--- config.mk ---
export PLATFORM = sky130hd
export DESIGN_NAME = tanhx_stream_ctrl_flat
export DESIGN_NICKNAME = d
export VERILOG_FILES = /design/src/rtl/tanhx_pkg.sv /design/src/rtl/tanhx_stream_ctrl_if.sv /design/src/rtl/sync_fifo.sv /design/src/rtl/tanhx_stream_ctrl.sv /design/src/flat_wrapper.sv
export SDC_FILE = /design/constraint.sdc
export NUM_CORES = 1
export LEC_CHECK = 0
export CAP_MARGIN = 25
export CORE_ASPECT_RATIO = 1.5
export CORE_MARGIN = 2
export CORE_UTILIZATION = 45
export CTS_CLUSTER_DIAMETER = 200
export CTS_CLUSTER_SIZE = 10
export DETAILED_ROUTE_END_ITERATION = 8
export PLACE_DENSITY = 0.71
export SETUP_SLACK_MARGIN = 0.05
export SLEW_MARGIN = 40
export SYNTH_ARGS = -nofsm -noshare
export SYNTH_HDL_FRONTEND = slang
export SYNTH_SLANG_ARGS = --single-unit
--- constraint.sdc ---
create_clock -name clk -period 7.6 [get_ports clk]
set_input_delay 1.52 -clock clk [delete_from_list [all_inputs] [get_ports clk]]
set_output_delay 1.52 -clock clk [all_outputs]
set_load 0.005 [all_outputs]
--- src/rtl/tanhx_pkg.sv ---
// -----------------------------------------------------------------------------
// tanhx_pkg
// Shared definitions for the tanh(x) stream controller slice:
//   - state_e        : controller FSM states
//   - FP32 constants : zero (burst padding), +1.0 and -1.0
//   - DEFAULT_DWIDTH : operand/result width (IEEE-754 single)
// -----------------------------------------------------------------------------
package tanhx_pkg;

   typedef enum logic [1:0] {
      ST_IDLE   = 2'd0,
      ST_STREAM = 2'd1,
      ST_FINISH = 2'd2
   } state_e;

   localparam int unsigned DEFAULT_DWIDTH = 32;

   localparam logic [31:0] FP32_ZERO    = 32'h0000_0000;
   localparam logic [31:0] FP32_POS_ONE = 32'h3F80_0000;
   localparam logic [31:0] FP32_NEG_ONE = 32'hBF80_0000;

endpackage

--- src/rtl/tanhx_stream_ctrl_if.sv ---
// -----------------------------------------------------------------------------
// tanhx_stream_ctrl_if
// Host and activation-unit signals of the tanh(x) stream controller.
//   Host operand side : in_valid, in_data, in_ready
//   Burst control     : go, busy, done, err_timeout
//   Host result side  : out_valid, out_data, out_ready
//   Unit side         : act_start, act_x, act_valid, act_y
// Modports:
//   slave  : view of the controller itself
//   master : view of the environment (host + unit)
// -----------------------------------------------------------------------------
interface tanhx_stream_ctrl_if #(
   parameter int unsigned DWIDTH = tanhx_pkg::DEFAULT_DWIDTH
);
   logic              in_valid;
   logic [DWIDTH-1:0] in_data;
   logic              in_ready;
   logic              go;
   logic              busy;
   logic              done;
   logic              err_timeout;
   logic              out_valid;
   logic [DWIDTH-1:0] out_data;
   logic              out_ready;
   logic              act_start;
   logic [DWIDTH-1:0] act_x;
   logic              act_valid;
   logic [DWIDTH-1:0] act_y;

   modport slave (
      input  in_valid, in_data, go, out_ready, act_valid, act_y,
      output in_ready, busy, done, err_timeout, out_valid, out_data,
             act_start, act_x
   );

   modport master (
      output in_valid, in_data, go, out_ready, act_valid, act_y,
      input  in_ready, busy, done, err_timeout, out_valid, out_data,
             act_start, act_x
   );
endinterface

--- src/rtl/sync_fifo.sv ---
// -----------------------------------------------------------------------------
// sync_fifo
// Single-clock show-ahead FIFO: rdata is the current head whenever !empty.
// Ports:
//   clk, rst       : clock, synchronous active-high reset
//   push, wdata    : write (ignored when full)
//   pop            : remove head (ignored when empty)
//   flush          : synchronous clear, same effect as rst
//   rdata          : head entry
//   full, empty    : status
//   count          : number of stored entries (0..DEPTH)
// -----------------------------------------------------------------------------
module sync_fifo
   import tanhx_pkg::*;
#(
   parameter int unsigned DWIDTH = DEFAULT_DWIDTH,
   parameter int unsigned DEPTH  = 16
) (
   input  logic                     clk,
   input  logic                     rst,
   input  logic                     push,
   input  logic                     pop,
   input  logic                     flush,
   input  logic [DWIDTH-1:0]        wdata,
   output logic [DWIDTH-1:0]        rdata,
   output logic                     full,
   output logic                     empty,
   output logic [$clog2(DEPTH):0]   count
);
   localparam int unsigned AW = $clog2(DEPTH);

   logic [DWIDTH-1:0] mem_q [DEPTH];
   logic [AW-1:0]     wptr_q, rptr_q;
   logic [AW:0]       count_q;
   logic              do_push, do_pop;

   assign full    = (count_q == (AW+1)'(DEPTH));
   assign empty   = (count_q == '0);
   assign count   = count_q;
   assign rdata   = mem_q[rptr_q];
   assign do_push = push & ~full;
   assign do_pop  = pop & ~empty;

   always_ff @(posedge clk) begin
      if (rst || flush) begin
         wptr_q  <= '0;
         rptr_q  <= '0;
         count_q <= '0;
      end else begin
         if (do_push) wptr_q <= wptr_q + 1'b1;
         if (do_pop)  rptr_q <= rptr_q + 1'b1;
         case ({do_push, do_pop})
            2'b10:   count_q <= count_q + 1'b1;
            2'b01:   count_q <= count_q - 1'b1;
            default: count_q <= count_q;
         endcase
      end
   end

   always_ff @(posedge clk) begin
      if (do_push) mem_q[wptr_q] <= wdata;
   end

endmodule

--- src/rtl/tanhx_stream_ctrl.sv ---
// -----------------------------------------------------------------------------
// tanhx_stream_ctrl
// Driving-side controller of the tanh(x) unit. Buffers host operands, streams
// them to the unit as one burst with act_start held high, pads with FP32 zero
// once all operands are sent, and captures exactly n results in operand order.
// Ports:
//   clk  : clock (posedge)
//   rst  : synchronous active-high reset
//   bus  : tanhx_stream_ctrl_if.slave (host operand/result streams, go/busy/
//          done/err_timeout, unit act_start/act_x/act_valid/act_y)
// Build option:
//   TANHX_STREAM_TIMEOUT_EN : enables the watchdog; a STREAM run of TIMEOUT
//                             cycles without act_valid aborts the burst,
//                             flushes both FIFOs and sets err_timeout.
// -----------------------------------------------------------------------------
module tanhx_stream_ctrl
   import tanhx_pkg::*;
#(
   parameter int unsigned DWIDTH  = DEFAULT_DWIDTH,
   parameter int unsigned DEPTH   = 16,
   parameter int unsigned TIMEOUT = 15
) (
   input  logic               clk,
   input  logic               rst,
   tanhx_stream_ctrl_if.slave bus
);
   localparam int unsigned CW = $clog2(DEPTH) + 1;

   state_e            state_q, state_d;
   logic [CW-1:0]     n_q, n_d;
   logic [CW-1:0]     sent_q, sent_d;
   logic [CW-1:0]     recv_q, recv_d;
   logic              act_start_q, act_start_d;
   logic [DWIDTH-1:0] act_x_q, act_x_d;
   logic              busy_q, busy_d;
   logic              done_q, done_d;

   logic              op_push, op_pop, op_full, op_empty;
   logic [DWIDTH-1:0] op_rdata;
   logic [CW-1:0]     op_count;
   logic              res_push, res_pop, res_empty;
   logic [DWIDTH-1:0] res_rdata;
   logic              res_full_unused;
   logic [CW-1:0]     res_count_unused;
   logic              flush;

   logic              in_ready;
   logic              in_wr;
   logic [CW-1:0]     n_avail;
   logic              go_ok;

   assign in_ready = (state_q == ST_IDLE) & ~op_full;
   assign in_wr    = bus.in_valid & in_ready;
   assign n_avail  = op_count + CW'(in_wr);
   assign go_ok    = (state_q == ST_IDLE) & bus.go & (n_avail != '0) & res_empty;
   // An operand written in the same cycle as an accepted go into an empty FIFO
   // is forwarded straight to act_x instead of being stored.
   assign op_push  = in_wr & ~(go_ok & op_empty);
   assign res_pop  = bus.out_ready & ~res_empty;

`ifdef TANHX_STREAM_TIMEOUT_EN
   localparam int unsigned WW = $clog2(TIMEOUT + 1);
   logic [WW-1:0] wd_q, wd_d;
   logic          err_q, err_d;
`else
   localparam int unsigned unused_timeout = TIMEOUT;
`endif

   sync_fifo #(.DWIDTH(DWIDTH), .DEPTH(DEPTH)) u_op_fifo (
      .clk   (clk),
      .rst   (rst),
      .push  (op_push),
      .pop   (op_pop),
      .flush (flush),
      .wdata (bus.in_data),
      .rdata (op_rdata),
      .full  (op_full),
      .empty (op_empty),
      .count (op_count)
   );

   sync_fifo #(.DWIDTH(DWIDTH), .DEPTH(DEPTH)) u_res_fifo (
      .clk   (clk),
      .rst   (rst),
      .push  (res_push),
      .pop   (res_pop),
      .flush (flush),
      .wdata (bus.act_y),
      .rdata (res_rdata),
      .full  (res_full_unused),
      .empty (res_empty),
      .count (res_count_unused)
   );

   always_ff @(posedge clk) begin
      if (rst) begin
         state_q     <= ST_IDLE;
         n_q         <= '0;
         sent_q      <= '0;
         recv_q      <= '0;
         act_start_q <= 1'b0;
         act_x_q     <= '0;
         busy_q      <= 1'b0;
         done_q      <= 1'b0;
      end else begin
         state_q     <= state_d;
         n_q         <= n_d;
         sent_q      <= sent_d;
         recv_q      <= recv_d;
         act_start_q <= act_start_d;
         act_x_q     <= act_x_d;
         busy_q      <= busy_d;
         done_q      <= done_d;
      end
   end

`ifdef TANHX_STREAM_TIMEOUT_EN
   always_ff @(posedge clk) begin
      if (rst) begin
         wd_q  <= '0;
         err_q <= 1'b0;
      end else begin
         wd_q  <= wd_d;
         err_q <= err_d;
      end
   end
`endif

   always_comb begin
      state_d     = state_q;
      n_d         = n_q;
      sent_d      = sent_q;
      recv_d      = recv_q;
      act_start_d = act_start_q;
      act_x_d     = DWIDTH'(FP32_ZERO);
      busy_d      = busy_q;
      done_d      = 1'b0;
      op_pop      = 1'b0;
      res_push    = 1'b0;
      flush       = 1'b0;
`ifdef TANHX_STREAM_TIMEOUT_EN
      wd_d        = wd_q;
      err_d       = err_q;
`endif

      case (state_q)
         ST_IDLE: begin
            act_start_d = 1'b0;
            busy_d      = 1'b0;
            if (go_ok) begin
               // Operand 0 leaves at the accepting edge, so sent starts at 1.
               n_d         = n_avail;
               sent_d      = CW'(1);
               recv_d      = '0;
               act_start_d = 1'b1;
               busy_d      = 1'b1;
               act_x_d     = op_empty ? bus.in_data : op_rdata;
               op_pop      = ~op_empty;
               state_d     = ST_STREAM;
`ifdef TANHX_STREAM_TIMEOUT_EN
               wd_d        = '0;
               err_d       = 1'b0;
`endif
            end
         end

         ST_STREAM: begin
            if (sent_q < n_q) begin
               act_x_d = op_rdata;
               op_pop  = 1'b1;
               sent_d  = sent_q + 1'b1;
            end
            if (bus.act_valid && (recv_q < n_q)) begin
               res_push = 1'b1;
               recv_d   = recv_q + 1'b1;
               if (recv_d == n_q) begin
                  act_start_d = 1'b0;
                  done_d      = 1'b1;
                  act_x_d     = DWIDTH'(FP32_ZERO);
                  state_d     = ST_FINISH;
               end
            end
`ifdef TANHX_STREAM_TIMEOUT_EN
            if (bus.act_valid) begin
               wd_d = '0;
            end else if (wd_q == WW'(TIMEOUT - 1)) begin
               err_d       = 1'b1;
               flush       = 1'b1;
               op_pop      = 1'b0;
               sent_d      = sent_q;
               act_start_d = 1'b0;
               act_x_d     = DWIDTH'(FP32_ZERO);
               busy_d      = 1'b0;
               state_d     = ST_IDLE;
            end else begin
               wd_d = wd_q + 1'b1;
            end
`endif
         end

         ST_FINISH: begin
            act_start_d = 1'b0;
            busy_d      = 1'b0;
            state_d     = ST_IDLE;
         end

         default: begin
            act_start_d = 1'b0;
            busy_d      = 1'b0;
            state_d     = ST_IDLE;
         end
      endcase
   end

   assign bus.in_ready  = in_ready;
   assign bus.busy      = busy_q;
   assign bus.done      = done_q;
   assign bus.out_valid = ~res_empty;
   assign bus.out_data  = res_rdata;
   assign bus.act_start = act_start_q;
   assign bus.act_x     = act_x_q;
`ifdef TANHX_STREAM_TIMEOUT_EN
   assign bus.err_timeout = err_q;
`else
   assign bus.err_timeout = 1'b0;
`endif

endmodule

--- src/flat_wrapper.sv ---
// flat-port wrapper written by rule: the top's interface ports become plain ports
module tanhx_stream_ctrl_flat import tanhx_pkg::*;
#(
   parameter int unsigned DWIDTH  = DEFAULT_DWIDTH,
   parameter int unsigned DEPTH   = 16,
   parameter int unsigned TIMEOUT = 15
)
  (clk, rst, bus_in_valid, bus_in_data, bus_go, bus_out_ready, bus_act_valid, bus_act_y, bus_in_ready, bus_busy, bus_done, bus_err_timeout, bus_out_valid, bus_out_data, bus_act_start, bus_act_x);
  tanhx_stream_ctrl_if #(.DWIDTH(DWIDTH)) bus_i ();
  input  logic clk;
  input  logic rst;
  input wire logic [$bits(bus_i.in_valid)-1:0] bus_in_valid;
  input wire logic [$bits(bus_i.in_data)-1:0] bus_in_data;
  input wire logic [$bits(bus_i.go)-1:0] bus_go;
  input wire logic [$bits(bus_i.out_ready)-1:0] bus_out_ready;
  input wire logic [$bits(bus_i.act_valid)-1:0] bus_act_valid;
  input wire logic [$bits(bus_i.act_y)-1:0] bus_act_y;
  output wire logic [$bits(bus_i.in_ready)-1:0] bus_in_ready;
  output wire logic [$bits(bus_i.busy)-1:0] bus_busy;
  output wire logic [$bits(bus_i.done)-1:0] bus_done;
  output wire logic [$bits(bus_i.err_timeout)-1:0] bus_err_timeout;
  output wire logic [$bits(bus_i.out_valid)-1:0] bus_out_valid;
  output wire logic [$bits(bus_i.out_data)-1:0] bus_out_data;
  output wire logic [$bits(bus_i.act_start)-1:0] bus_act_start;
  output wire logic [$bits(bus_i.act_x)-1:0] bus_act_x;
  assign bus_i.in_valid = bus_in_valid;
  assign bus_i.in_data = bus_in_data;
  assign bus_i.go = bus_go;
  assign bus_i.out_ready = bus_out_ready;
  assign bus_i.act_valid = bus_act_valid;
  assign bus_i.act_y = bus_act_y;
  assign bus_in_ready = bus_i.in_ready;
  assign bus_busy = bus_i.busy;
  assign bus_done = bus_i.done;
  assign bus_err_timeout = bus_i.err_timeout;
  assign bus_out_valid = bus_i.out_valid;
  assign bus_out_data = bus_i.out_data;
  assign bus_act_start = bus_i.act_start;
  assign bus_act_x = bus_i.act_x;
  tanhx_stream_ctrl #(.DWIDTH(DWIDTH), .DEPTH(DEPTH), .TIMEOUT(TIMEOUT)) u_core (.clk(clk), .rst(rst), .bus(bus_i));
endmodule
Word level (Yosys, flattened, before mapping)
Memory sizes are Yosys's and may differ from the RTL's. A register that Yosys moved wholly into a read port is not among the register bits.
Index checks and enable logic that the tools add are counted.

word-level totals
  word-level logic and storage cells = 111
  register bits = 78
  bits in writable memories = 1024
  memories kept = 2
  output and inout port bits = 70

memory list
  name                     words  width  rd ports  clocked after Yosys merged registers in  write ports  RTL line         source
  u_core.u_op_fifo.mem_q   16     32     1         1                                        1            sync_fifo.sv:32  logic [DWIDTH-1:0] mem_q [DEPTH];
  u_core.u_res_fifo.mem_q  16     32     1         1                                        1            sync_fifo.sv:32

operators by class
  reduce and logical (&&, ||, !) cells = 14
  $lt $le $gt $ge = 2
  add/subtract/negate cells = 11
  bitwise logic cells = 19
  multiplexer cells = 37
  equal/unequal tests = 12

operators by type and width
  operator               number
  $mux W32               5
  $pmux W32 S2           1
  $pmux W5 S2            4
  $add A5 B1 Y5 const B  4
  $mux W5                4
  $add A4 B1 Y4 const B  4
  $mux W4                4
  $and A1 B1 Y1          12
  $mux W1                12
  $eq A5 B5 Y1 const B   2
  $logic_not A5 Y1       2
  $lt A5 B5 Y1           2
  $sub A5 B1 Y5 const B  2
  $reduce_and A3 Y1      3
  $ne A2 B1 Y1 const B   4
  $not A1 Y1             7
  $eq A2 B1 Y1 const B   3
  $mux W2                3
  $pmux W1 S2            3
  $reduce_bool A2 Y1     3
  $add A5 B1 Y5          1
  $eq A5 B5 Y1           1
  $reduce_bool A5 Y1     1
  $eq A2 B2 Y1 const B   2
  5 further kinds        6

Longest topological paths before layout
Gate-level depths: netlist of run 1.

  depth in word-level cells = 14
  depth in mapped cells = 20
  mapped depth without buffers = 17

Cells and area by module
A second synthesis of run 1 with hierarchy kept.

second synthesis, totals
  cell total of the unflattened synthesis = 2137
  area total of the unflattened synthesis = 42981.2 um^2

by module, submodules not included
  module                         sequential area each (um^2)  cells an instance  area an instance (um^2)  instances
  sync_fifo (u_core.u_res_fifo)  15715.1                      914                20138.1                  1
  sync_fifo (u_core.u_op_fifo)   15715.1                      911                20111.8                  1
  tanhx_stream_ctrl              1041.0                       312                2731.4                   1

Worst setup path before layout of run 1
Ideal clock, no wire load.

  kind = input to register
  start = input port bus_act_valid
  end = memory u_core.u_res_fifo.mem_q[1][0] (netlist name) (enable)
  path buffers = 0
  data arrival time = 5243 ps
  data required time = 7099 ps
  path slack = 1855 ps
  setup time = 501 ps
  stages on the path = 4
  cells stage by stage = nand3b_1 > nor4b_4 > inv_2 > nor4_1

between the ends
  longest elaborated chain between the ends = 6

ends and longest elaborated chain
  what                           RTL line                  source
  start, declared                flat_wrapper.sv:16        input wire logic [$bits(bus_i.act_valid)-1:0] bus_act_valid;
  $logic_and A1 B1 Y1            tanhx_stream_ctrl.sv:173  if (bus.act_valid && (recv_q < n_q)) begin
  $mux W1                        tanhx_stream_ctrl.sv:173
  $mux W1                        tanhx_stream_ctrl.sv:146  case (state_q)
  $and A1 B1 Y1                  sync_fifo.sv:41           assign do_push = push & ~full;
  $mux W1                        sync_fifo.sv:61           if (do_push) mem_q[wptr_q] <= wdata;
  $mux W1 (implied by the code)  sync_fifo.sv:61
  end, declared                  sync_fifo.sv:32

No other way between the ends.

==> metrics.txt, run 1 <==
# TYPE chip_impl_metric gauge
chip_impl_info{name="grt_setup_unrepaired",value="false"} 1
chip_impl_metric{name="seq_area_frac_synth",unit=""} 0.757
chip_impl_metric{name="postRouteAntennaNets",unit=""} 0
chip_impl_metric{name="worst-path-buf-inv",unit=""} 2
chip_impl_metric{name="synth_cell_types",unit=""} 65
chip_impl_metric{name="chipWidth",unit="um"} 256
chip_impl_info{name="crit_path_frequent_cell",value="mux4_2"} 1
chip_impl_metric{name="power.share.sequential",unit=""} 0.505
chip_impl_metric{name="drt-initial-drc-count",unit=""} 1945
chip_impl_metric{name="globalRouteTotalUtil",unit=""} 0.187
chip_impl_info{name="cts_root_buf",value="clkbuf_16"} 1
chip_impl_metric{name="report.final.hold_viol_count",unit=""} 0
chip_impl_info{name="synth_top_cell_by_area",value="edfxtp_1"} 1
chip_impl_metric{name="dp.final_hpwl",unit="um"} 49300
chip_impl_metric{name="route.vias.total",unit=""} 20400
chip_impl_info{name="timing.critical_path.slowest_stage_cell",value="dfxtp_4"} 1
chip_impl_metric{name="place_congestion",unit=""} 0.738
chip_impl_info{name="path_delay_family",value="buffers and inverters"} 1
chip_impl_info{name="synth_area_leaders",value="edfxtp_1 (72%), mux4_2 (15%), dfxtp_1 (4.0%)"} 1
chip_impl_metric{name="cellInternalPower",unit="mW"} 10.7
chip_impl_metric{name="grt.met1_usage",unit=""} 0.222
chip_impl_metric{name="clock_sink_count",unit=""} 1110
chip_impl_info{name="start_kind",value="flip-flop"} 1
chip_impl_metric{name="drv_cap",unit=""} 0
chip_impl_metric{name="ys_async_sr_fraction",unit=""} 0
chip_impl_metric{name="cts-resized-gates",unit=""} 0
chip_impl_info{name="post_synth_most_frequent_cells",value="edfxtp_1 (1024), mux4_2 (289), dfxtp_1 (86)"} 1
chip_impl_metric{name="worstSetupPathDepth",unit=""} 4
chip_impl_info{name="synthMostInstantiatedCell",value="edfxtp_1"} 1
chip_impl_metric{name="clk_latency",unit="ns"} 0.72
chip_impl_metric{name="floorplan.die.height",unit="um"} 382
chip_impl_metric{name="powerDensity",unit="mW/mm^2"} 284
chip_impl_info{name="cp-end-kind",value="primary output"} 1
chip_impl_metric{name="req_time_crit_path",unit="ns"} 6.08
chip_impl_metric{name="grt_use_met3",unit=""} 0.0313
chip_impl_info{name="worstSetupPathType",value="reg2out"} 1
chip_impl_metric{name="power.clock.fraction",unit=""} 0.368
chip_impl_metric{name="effective_utilization_at_floorplan",unit=""} 0.454
chip_impl_metric{name="antenna_found_initial",unit=""} 5
chip_impl_metric{name="total_clock_buffers_created_by_cts",unit=""} 120
chip_impl_info{name="postSynth.topFlopCell",value="edfxtp_1"} 1
chip_impl_metric{name="final.hold.worst_slack",unit="ns"} 0.484
chip_impl_info{name="worstReg2RegEnd",value="u_core.u_op_fifo.count[4]$_SDFFE_PP0P_"} 1
chip_impl_metric{name="ys.warnings.count",unit=""} 0
chip_impl_metric{name="core_area",unit="sq mm"} 0.0944
chip_impl_metric{name="crit_fanout",unit=""} 45
chip_impl_info{name="critical_path.reg2reg.startpoint",value="u_core.u_op_fifo.count[2]$_SDFFE_PP0P_"} 1
chip_impl_metric{name="post_drt_wl_per_cell",unit="um"} 25.6
chip_impl_metric{name="synth_fp_nets",unit=""} 2116
chip_impl_metric{name="final-max-slew-violation-count",unit=""} 0
chip_impl_metric{name="slew-limit-headroom",unit=""} 0.457
chip_impl_metric{name="synth-seq-cells",unit=""} 1110
chip_impl_metric{name="gr_layer_usage_met2",unit=""} 0.341
chip_impl_metric{name="placement.io_buffers",unit=""} 138
chip_impl_metric{name="cts_h_tree_depth",unit=""} 3
chip_impl_metric{name="timing_worst_slew_pin_value",unit="ns"} 0.814
chip_impl_metric{name="r2r.worst_path.cells",unit=""} 17
chip_impl_metric{name="clock_tree.buffer_depth",unit=""} 3
chip_impl_metric{name="first_global_vias",unit=""} 21900
chip_impl_info{name="hold_path_end",value="u_core.bus.busy$_SDFFE_PP0N_"} 1
chip_impl_info{name="crit_path_cell_trace",value="buf_4, mux4_2, mux4_2, clkdlybuf4s50_1"} 1
chip_impl_metric{name="post-route-util",unit=""} 0.523
chip_impl_info{name="run_status",value="finished, final reports clean"} 1
chip_impl_metric{name="rows",unit=""} 138
chip_impl_metric{name="share_of_cells_above_drive_strength_1",unit=""} 0.243
chip_impl_metric{name="layout.nets",unit=""} 2311
chip_impl_metric{name="post_synth_inst_count",unit=""} 2015
chip_impl_metric{name="detailed_routing_iterations_pass_1",unit=""} 5
chip_impl_info{name="tritoncts",value="yes"} 1
chip_impl_metric{name="finClkSkew",unit="ns"} 0.0556
chip_impl_info{name="holdCritStartpoint",value="u_core.bus.busy$_SDFFE_PP0N_"} 1
chip_impl_metric{name="totalNegativeSetupSlack",unit="ns"} 0
chip_impl_metric{name="power_frac_comb",unit=""} 0.127
chip_impl_metric{name="finalCritPeriodShare",unit=""} 0.681
chip_impl_metric{name="die_area",unit="sq mm"} 0.0978
chip_impl_metric{name="max_freq",unit="MHz"} 193
chip_impl_metric{name="worst_reg_to_reg_setup_slack",unit="ns"} 3.04
chip_impl_metric{name="period_minus_slack",unit="ns"} 5.17
chip_impl_metric{name="detail_route.drc_violations",unit=""} 0
chip_impl_metric{name="grt-ovfl-total",unit=""} 0
chip_impl_metric{name="vdd_ir_drop_max",unit="V"} 0.000230
chip_impl_metric{name="data_arrival_time_at_the_worst_slack_endpoint",unit="ns"} 3.65
chip_impl_metric{name="post-cts-setup-buffer-count",unit=""} 0
chip_impl_metric{name="p_sw",unit="mW"} 3.28
chip_impl_metric{name="worst_setup_hold_path_clk_slew",unit="ns"} 0.06
chip_impl_metric{name="sw_frac_of_total",unit=""} 0.234
chip_impl_metric{name="design.portCount",unit=""} 140
chip_impl_metric{name="largest_net_degree_at_the_start_of_global_routing",unit=""} 64
chip_impl_metric{name="avgViaCountPerCell",unit=""} 5.74
chip_impl_metric{name="cts_hold_buf",unit=""} 0
chip_impl_info{name="worstHoldPathType",value="reg2reg"} 1
chip_impl_metric{name="yosysTopAreaCellShare",unit=""} 0.717
chip_impl_metric{name="timing.final.setup_violations",unit=""} 0
chip_impl_metric{name="delay_of_the_slowest_cell_on_the_worst_path",unit="ns"} 0.77
chip_impl_metric{name="grt_first_pass_wirelength",unit="um"} 137000
chip_impl_metric{name="synth.cell_area",unit="sq mm"} 0.0429
chip_impl_metric{name="area_delta_synth_final",unit="%"} 15.2
chip_impl_metric{name="routed_wirelength",unit="um"} 91000
chip_impl_metric{name="cellLeakagePower",unit="nW"} 15.0
chip_impl_metric{name="min_delay_path_depth",unit=""} 2
chip_impl_metric{name="syn-mean-instance-area",unit="sq um"} 21.3
chip_impl_info{name="globalRoute.busiestLayer",value="met2"} 1
chip_impl_metric{name="number_of_flops_mapped_to_enable_cells_by_yosys",unit=""} 1024
==> power groups by stage <==
stage	Sequential (mW)	Combinational (mW)	Clock, mW
2_1_floorplan	7.14	1.14	0
5_1_grt	7.10	1.92	5.49
4_1_cts	7.07	1.80	5.27
6_report	7.07	1.78	5.16
3_5_place_dp	7.20	1.79	0
3_3_place_gp	7.20	1.71	0
==> cell usage in the layout, fill, tap and decap left out, types with 4 or more instances in the layout <==
master and n:
ha_1 30, buf_4 26, o21ai_0 11, inv_1 20, and2_2 4, nor3_1 13, a21oi_1 55, clkdlybuf4s50_1 137
o211ai_1 9, xor2_1 16, dfxtp_1 78, nand4_1 5, and3_4 14, nor2b_1 6, clkbuf_16 121, nand3_1 9
nor2_4 4, mux2_2 31, edfxtp_1 1024, dfxtp_4 5, nor2_1 77, mux2i_1 35, nand2_1 61, xnor2_1 11
nor4_2 6, nor3_2 5, o21ai_1 10, nand2b_1 5, mux4_2 289, clkbuf_1 78, and2_1 7, buf_12 4
o21ai_2 21
==> how the worst max path moves through the flow <==
| stage | startpoint | to | slack, ns |
|---|---|---|---|
| after floorplan | bus_act_valid | u_core.u_res_fifo.mem_q[1][0]$_DFFE_PP_ | 1.86 |
| after global placement | bus_in_valid | u_core.u_op_fifo.mem_q[7][26]$_DFFE_PP_ | 2.22 |
| after detailed placement | bus_in_valid | u_core.u_op_fifo.count[4]$_SDFFE_PP0P_ | 2.15 |
| after CTS | flip-flop | bus_out_data[26] | 2.36 |
| after global routing | flip-flop | bus_out_data[26] | 2.32 |
| final | flip-flop | bus_out_data[26] | 2.43 |
==> through the flow <==
step	setup WS, ns	cells	total power, mW	cell area, sq um
final	2.43	3553	14.0	49400
after global routing	2.32	3552	14.5	49400
after CTS	2.36	3552	14.1	49400
after detailed placement	2.15	3348	8.99	46000
after global placement	2.22	3341	8.91	45800
after floorplan	1.86	2015	8.28	42900
==> state kept, by name (all words and copies together) (netlist names), named ones only <==
| register | cells |
|---|---|
| u_core.u_res_fifo.rptr_q | 4 |
| u_core.bus.done | 1 |
| u_core.u_op_fifo.rptr_q | 4 |
| u_core.u_op_fifo.wptr_q | 4 |
| u_core.sent_q | 5 |
| u_core.n_q | 5 |
| u_core.recv_q | 5 |
| u_core.state_q | 2 |
| u_core.bus.act_x | 32 |
| u_core.bus.act_start | 1 |
| u_core.bus.busy | 1 |
| u_core.u_res_fifo.mem_q | 512 |
| u_core.u_res_fifo.wptr_q | 4 |
| u_core.u_op_fifo.count | 5 |
| u_core.u_res_fifo.count | 5 |
| u_core.u_op_fifo.mem_q | 512 |
==> worst min-delay path: stages (launching register included) <==
cell	delay [ns]
dfxtp_1	0.32
nand2_1	0.06
a21oi_1	0.06
==> layer usage <==
layer	wire (um)	vias up	part of all wire
met4	2550	6	0.028
li1	-	8697	-
met1	33200	10800	0.36
met2	49700	738	0.55
met3	5560	172	0.061
met5	43	-	0.00047
==> area by class of cell <==
type / instances / area (sq um)
fill: 7202 / 45000
sequential: 1110 / 32500
multi-input combinational: 781 / 10000
clock buffer: 199 / 3320
timing repair buffer: 176 / 1800
tap: 1260 / 1580
clock inverter: 5 / 109
inverter: 21 / 78.8
antenna: 1 / 2.50
==> kinds of logic after synthesis <==
kind of cell	share of synthesized area
other cells	0.0000874
fa+ha+maj	0.00922
compound gates	0.0195
xor+xnor	0.00551
mux	0.168
simple gates	0.0274
flops	0.757
buf+inv	0.0129
Note: power is estimated with default switching activity, not from simulation.
==> run 2, diff against run 1 <==
==> constraint.sdc (replaced) <==
create_clock -name clk -period 4.8 [get_ports clk]
set_input_delay 0.96 -clock clk [delete_from_list [all_inputs] [get_ports clk]]
set_output_delay 0.96 -clock clk [all_outputs]
set_load 0.005 [all_outputs]
==> run 2 against run 1 <==
Effect of this change: die area unchanged; final area up 0.68%; non-clock buffer count up 19; final cell count up 0.87%; first-iteration DRC count down 13%; total power up 59%; routed wire length down 0.74%; critical path depth up 13; critical endpoint is now u_core.u_op_fifo.count[4]$_SDFFE_PP0P_; largest power group unchanged.
==> metrics.txt, run 2 (synthesis results as in run 1) <==
# TYPE chip_impl_metric gauge
chip_impl_info{name="timing.critical_path.slowest_stage_cell",value="dfxtp_1"} 1
chip_impl_metric{name="avgViaCountPerCell",unit=""} 5.69
chip_impl_metric{name="instances_no_fill",unit=""} 3584
chip_impl_metric{name="clock_sink_count",unit=""} 1110
chip_impl_metric{name="timing.final.setup_violations",unit=""} 0
chip_impl_metric{name="routed_wirelength",unit="um"} 90300
chip_impl_metric{name="timing_worst_slew_pin_value",unit="ns"} 0.761
chip_impl_metric{name="floorplan.die.height",unit="um"} 382
chip_impl_metric{name="post-cts-setup-buffer-count",unit=""} 0
chip_impl_metric{name="largest_net_degree_at_the_start_of_global_routing",unit=""} 101
chip_impl_info{name="layout.cells.most_common_list",value="edfxtp_1 (1024), mux4_2 (289), clkdlybuf4s50_1 (137)"} 1
chip_impl_metric{name="p_total",unit="mW"} 22.3
chip_impl_metric{name="fillerInstances",unit=""} 7189
chip_impl_metric{name="stdcell_area",unit="sq mm"} 0.0497
chip_impl_metric{name="share_of_cells_above_drive_strength_1",unit=""} 0.248
chip_impl_info{name="grt_setup_unrepaired",value="false"} 1
chip_impl_metric{name="layout.nets",unit=""} 2330
chip_impl_metric{name="die_area",unit="sq mm"} 0.0978
chip_impl_metric{name="dpl_cell_area",unit="sq mm"} 0.0462
chip_impl_metric{name="total_clock_buffers_created_by_cts",unit=""} 120
chip_impl_metric{name="totalNegativeSetupSlack",unit="ns"} 0
chip_impl_metric{name="clk_latency",unit="ns"} 0.71
chip_impl_metric{name="final-max-slew-violation-count",unit=""} 0
chip_impl_info{name="crit_path_frequent_cell",value="ha_1"} 1
chip_impl_metric{name="crit_fanout",unit=""} 14
chip_impl_metric{name="drv_cap",unit=""} 0
chip_impl_metric{name="delay_of_the_slowest_cell_on_the_worst_path",unit="ns"} 0.48
chip_impl_metric{name="route.vias.total",unit=""} 20400
chip_impl_info{name="mostFrequentLayoutCell",value="edfxtp_1"} 1
chip_impl_info{name="crit_path_cell_trace",value="nor4_2, a21boi_2, and2_1, ha_1, ha_1, xnor2_1, o211ai_1, o21a_4, a21boi_4, inv_1, ha_1, xor2_1, ha_1, a31oi_1, a21oi_1, a31oi_1, nand4bb_1"} 1
chip_impl_metric{name="dp.final_hpwl",unit="um"} 50000
chip_impl_metric{name="place_congestion",unit=""} 0.785
chip_impl_metric{name="numPlacedInstances",unit=""} 3367
chip_impl_metric{name="area_delta_synth_final",unit="%"} 16.0
chip_impl_metric{name="worstSetupPathDepth",unit=""} 17
chip_impl_metric{name="antenna_found_initial",unit=""} 7
chip_impl_metric{name="req_time_crit_path",unit="ns"} 5.37
chip_impl_metric{name="grt_first_pass_wirelength",unit="um"} 137000
chip_impl_metric{name="period_minus_slack",unit="ns"} 4.19
chip_impl_metric{name="core_area",unit="sq mm"} 0.0944
chip_impl_metric{name="finalCritPeriodShare",unit=""} 0.873
chip_impl_info{name="tritoncts",value="yes"} 1
chip_impl_metric{name="powerDensity",unit="mW/mm^2"} 449
chip_impl_info{name="run_status",value="finished, final reports clean"} 1
chip_impl_metric{name="min_delay_path_depth",unit=""} 2
chip_impl_metric{name="worst-path-buf-inv",unit=""} 1
chip_impl_metric{name="vdd_ir_drop_max",unit="V"} 0.000394
chip_impl_metric{name="cts-resized-gates",unit=""} 0
chip_impl_info{name="worstHoldPathType",value="reg2reg"} 1
chip_impl_info{name="cp-end-kind",value="flip-flop"} 1
chip_impl_metric{name="first_global_vias",unit=""} 21700
chip_impl_metric{name="place_worst_setup_slack",unit="ns"} 0.331
chip_impl_metric{name="clock_tree.buffer_depth",unit=""} 3
chip_impl_metric{name="design.portCount",unit=""} 140
chip_impl_metric{name="detail_route.drc_violations",unit=""} 0
chip_impl_metric{name="cts_hold_buf",unit=""} 0
chip_impl_metric{name="placement.io_buffers",unit=""} 138
chip_impl_info{name="path_delay_family",value="compound AO/OA/AOI/OAI gates"} 1
chip_impl_metric{name="grt-ovfl-total",unit=""} 0
chip_impl_info{name="start_kind",value="flip-flop"} 1
chip_impl_info{name="cts_root_buf",value="clkbuf_16"} 1
chip_impl_metric{name="cts_h_tree_depth",unit=""} 3
chip_impl_info{name="worstSetupPathType",value="reg2reg"} 1
chip_impl_metric{name="effective_utilization_at_floorplan",unit=""} 0.454
chip_impl_metric{name="r2r.worst_path.cells",unit=""} 17
chip_impl_metric{name="post_drt_wl_per_cell",unit="um"} 25.2
chip_impl_metric{name="finClkSkew",unit="ns"} 0.0447
chip_impl_metric{name="globalRouteTotalUtil",unit=""} 0.186
chip_impl_metric{name="worst_setup_hold_path_clk_slew",unit="ns"} 0.06
chip_impl_metric{name="max_freq",unit="MHz"} 239
chip_impl_metric{name="rows",unit=""} 138
chip_impl_metric{name="postRouteAntennaNets",unit=""} 0
chip_impl_metric{name="cellLeakagePower",unit="nW"} 15.2
chip_impl_metric{name="drt-initial-drc-count",unit=""} 1694
chip_impl_metric{name="chipWidth",unit="um"} 256
chip_impl_metric{name="data_arrival_time_at_the_worst_slack_endpoint",unit="ns"} 4.76
chip_impl_metric{name="detailed_routing_iterations_pass_1",unit=""} 5
chip_impl_metric{name="layout_setup_ws",unit="ns"} 0.610
chip_impl_metric{name="report.final.hold_viol_count",unit=""} 0
chip_impl_metric{name="slew-limit-headroom",unit=""} 0.492
==> run 2: layer usage <==
layer / GRT usage / wire length [um] / vias to the layer above
met3: 0.0301 / 4850 / 152
met2: 0.345 / 50400 / 668
met4: 0.0590 / 1790 / 6
met5: 0 / 40 / -
met1: 0.221 / 33200 / 10800
li1: - / - / 8731
==> run 2: worst register-to-register path: cells and delay by family (launching register included) <==
family / cells / cell delay, ns
AO/OA/AOI/OAI: 7 / 1.41
adder cells (fa/ha/maj): 4 / 0.97
AND/OR/NAND/NOR: 3 / 0.75
flip-flops: 1 / 0.48
XOR/XNOR: 2 / 0.39
buffers and inverters: 1 / 0.06
==> run 2: power by group <==
part           switching [mW]  internal [mW]  total (mW)
clock network            3.52           4.70        8.23
registers               0.226           11.0        11.2
logic                    1.49           1.40        2.88
total                    5.23           17.1        22.3
==> run 2: cell type report <==
class                           count  area [sq um]  share of cell area
Sequential cell                  1110         32500               0.653
Multi-Input combinational cell    781          9990               0.201
Clock buffer                      210          3360              0.0676
Timing Repair Buffer              195          2110              0.0424
Tap cell                         1260          1580              0.0317
Clock inverter                      5           129             0.00259
Inverter                           21          78.8             0.00158
Antenna cell                        2          5.00            0.000101
==> run 2: stage by stage <==
step / hold WS [ns] / utilization
floorplan: 0.449 / -
detailed placement: 0.457 / 0.490
global placement: 0.465 / 0.489
global route: 0.490 / 0.527
CTS: 0.465 / 0.527
finish: 0.462 / 0.527
==> run 2: final timing paths <==
check                           slack [ns]                                      to                                    from
worst max-delay path                  0.61  u_core.u_op_fifo.count[4]$_SDFFE_PP0P_  u_core.u_op_fifo.count[2]$_SDFFE_PP0P_
worst min-delay path                  0.46            u_core.bus.busy$_SDFFE_PP0N_            u_core.bus.busy$_SDFFE_PP0N_
worst max register to register        0.61  u_core.u_op_fifo.count[4]$_SDFFE_PP0P_  u_core.u_op_fifo.count[2]$_SDFFE_PP0P_
worst min register to register        0.46            u_core.bus.busy$_SDFFE_PP0N_            u_core.bus.busy$_SDFFE_PP0N_
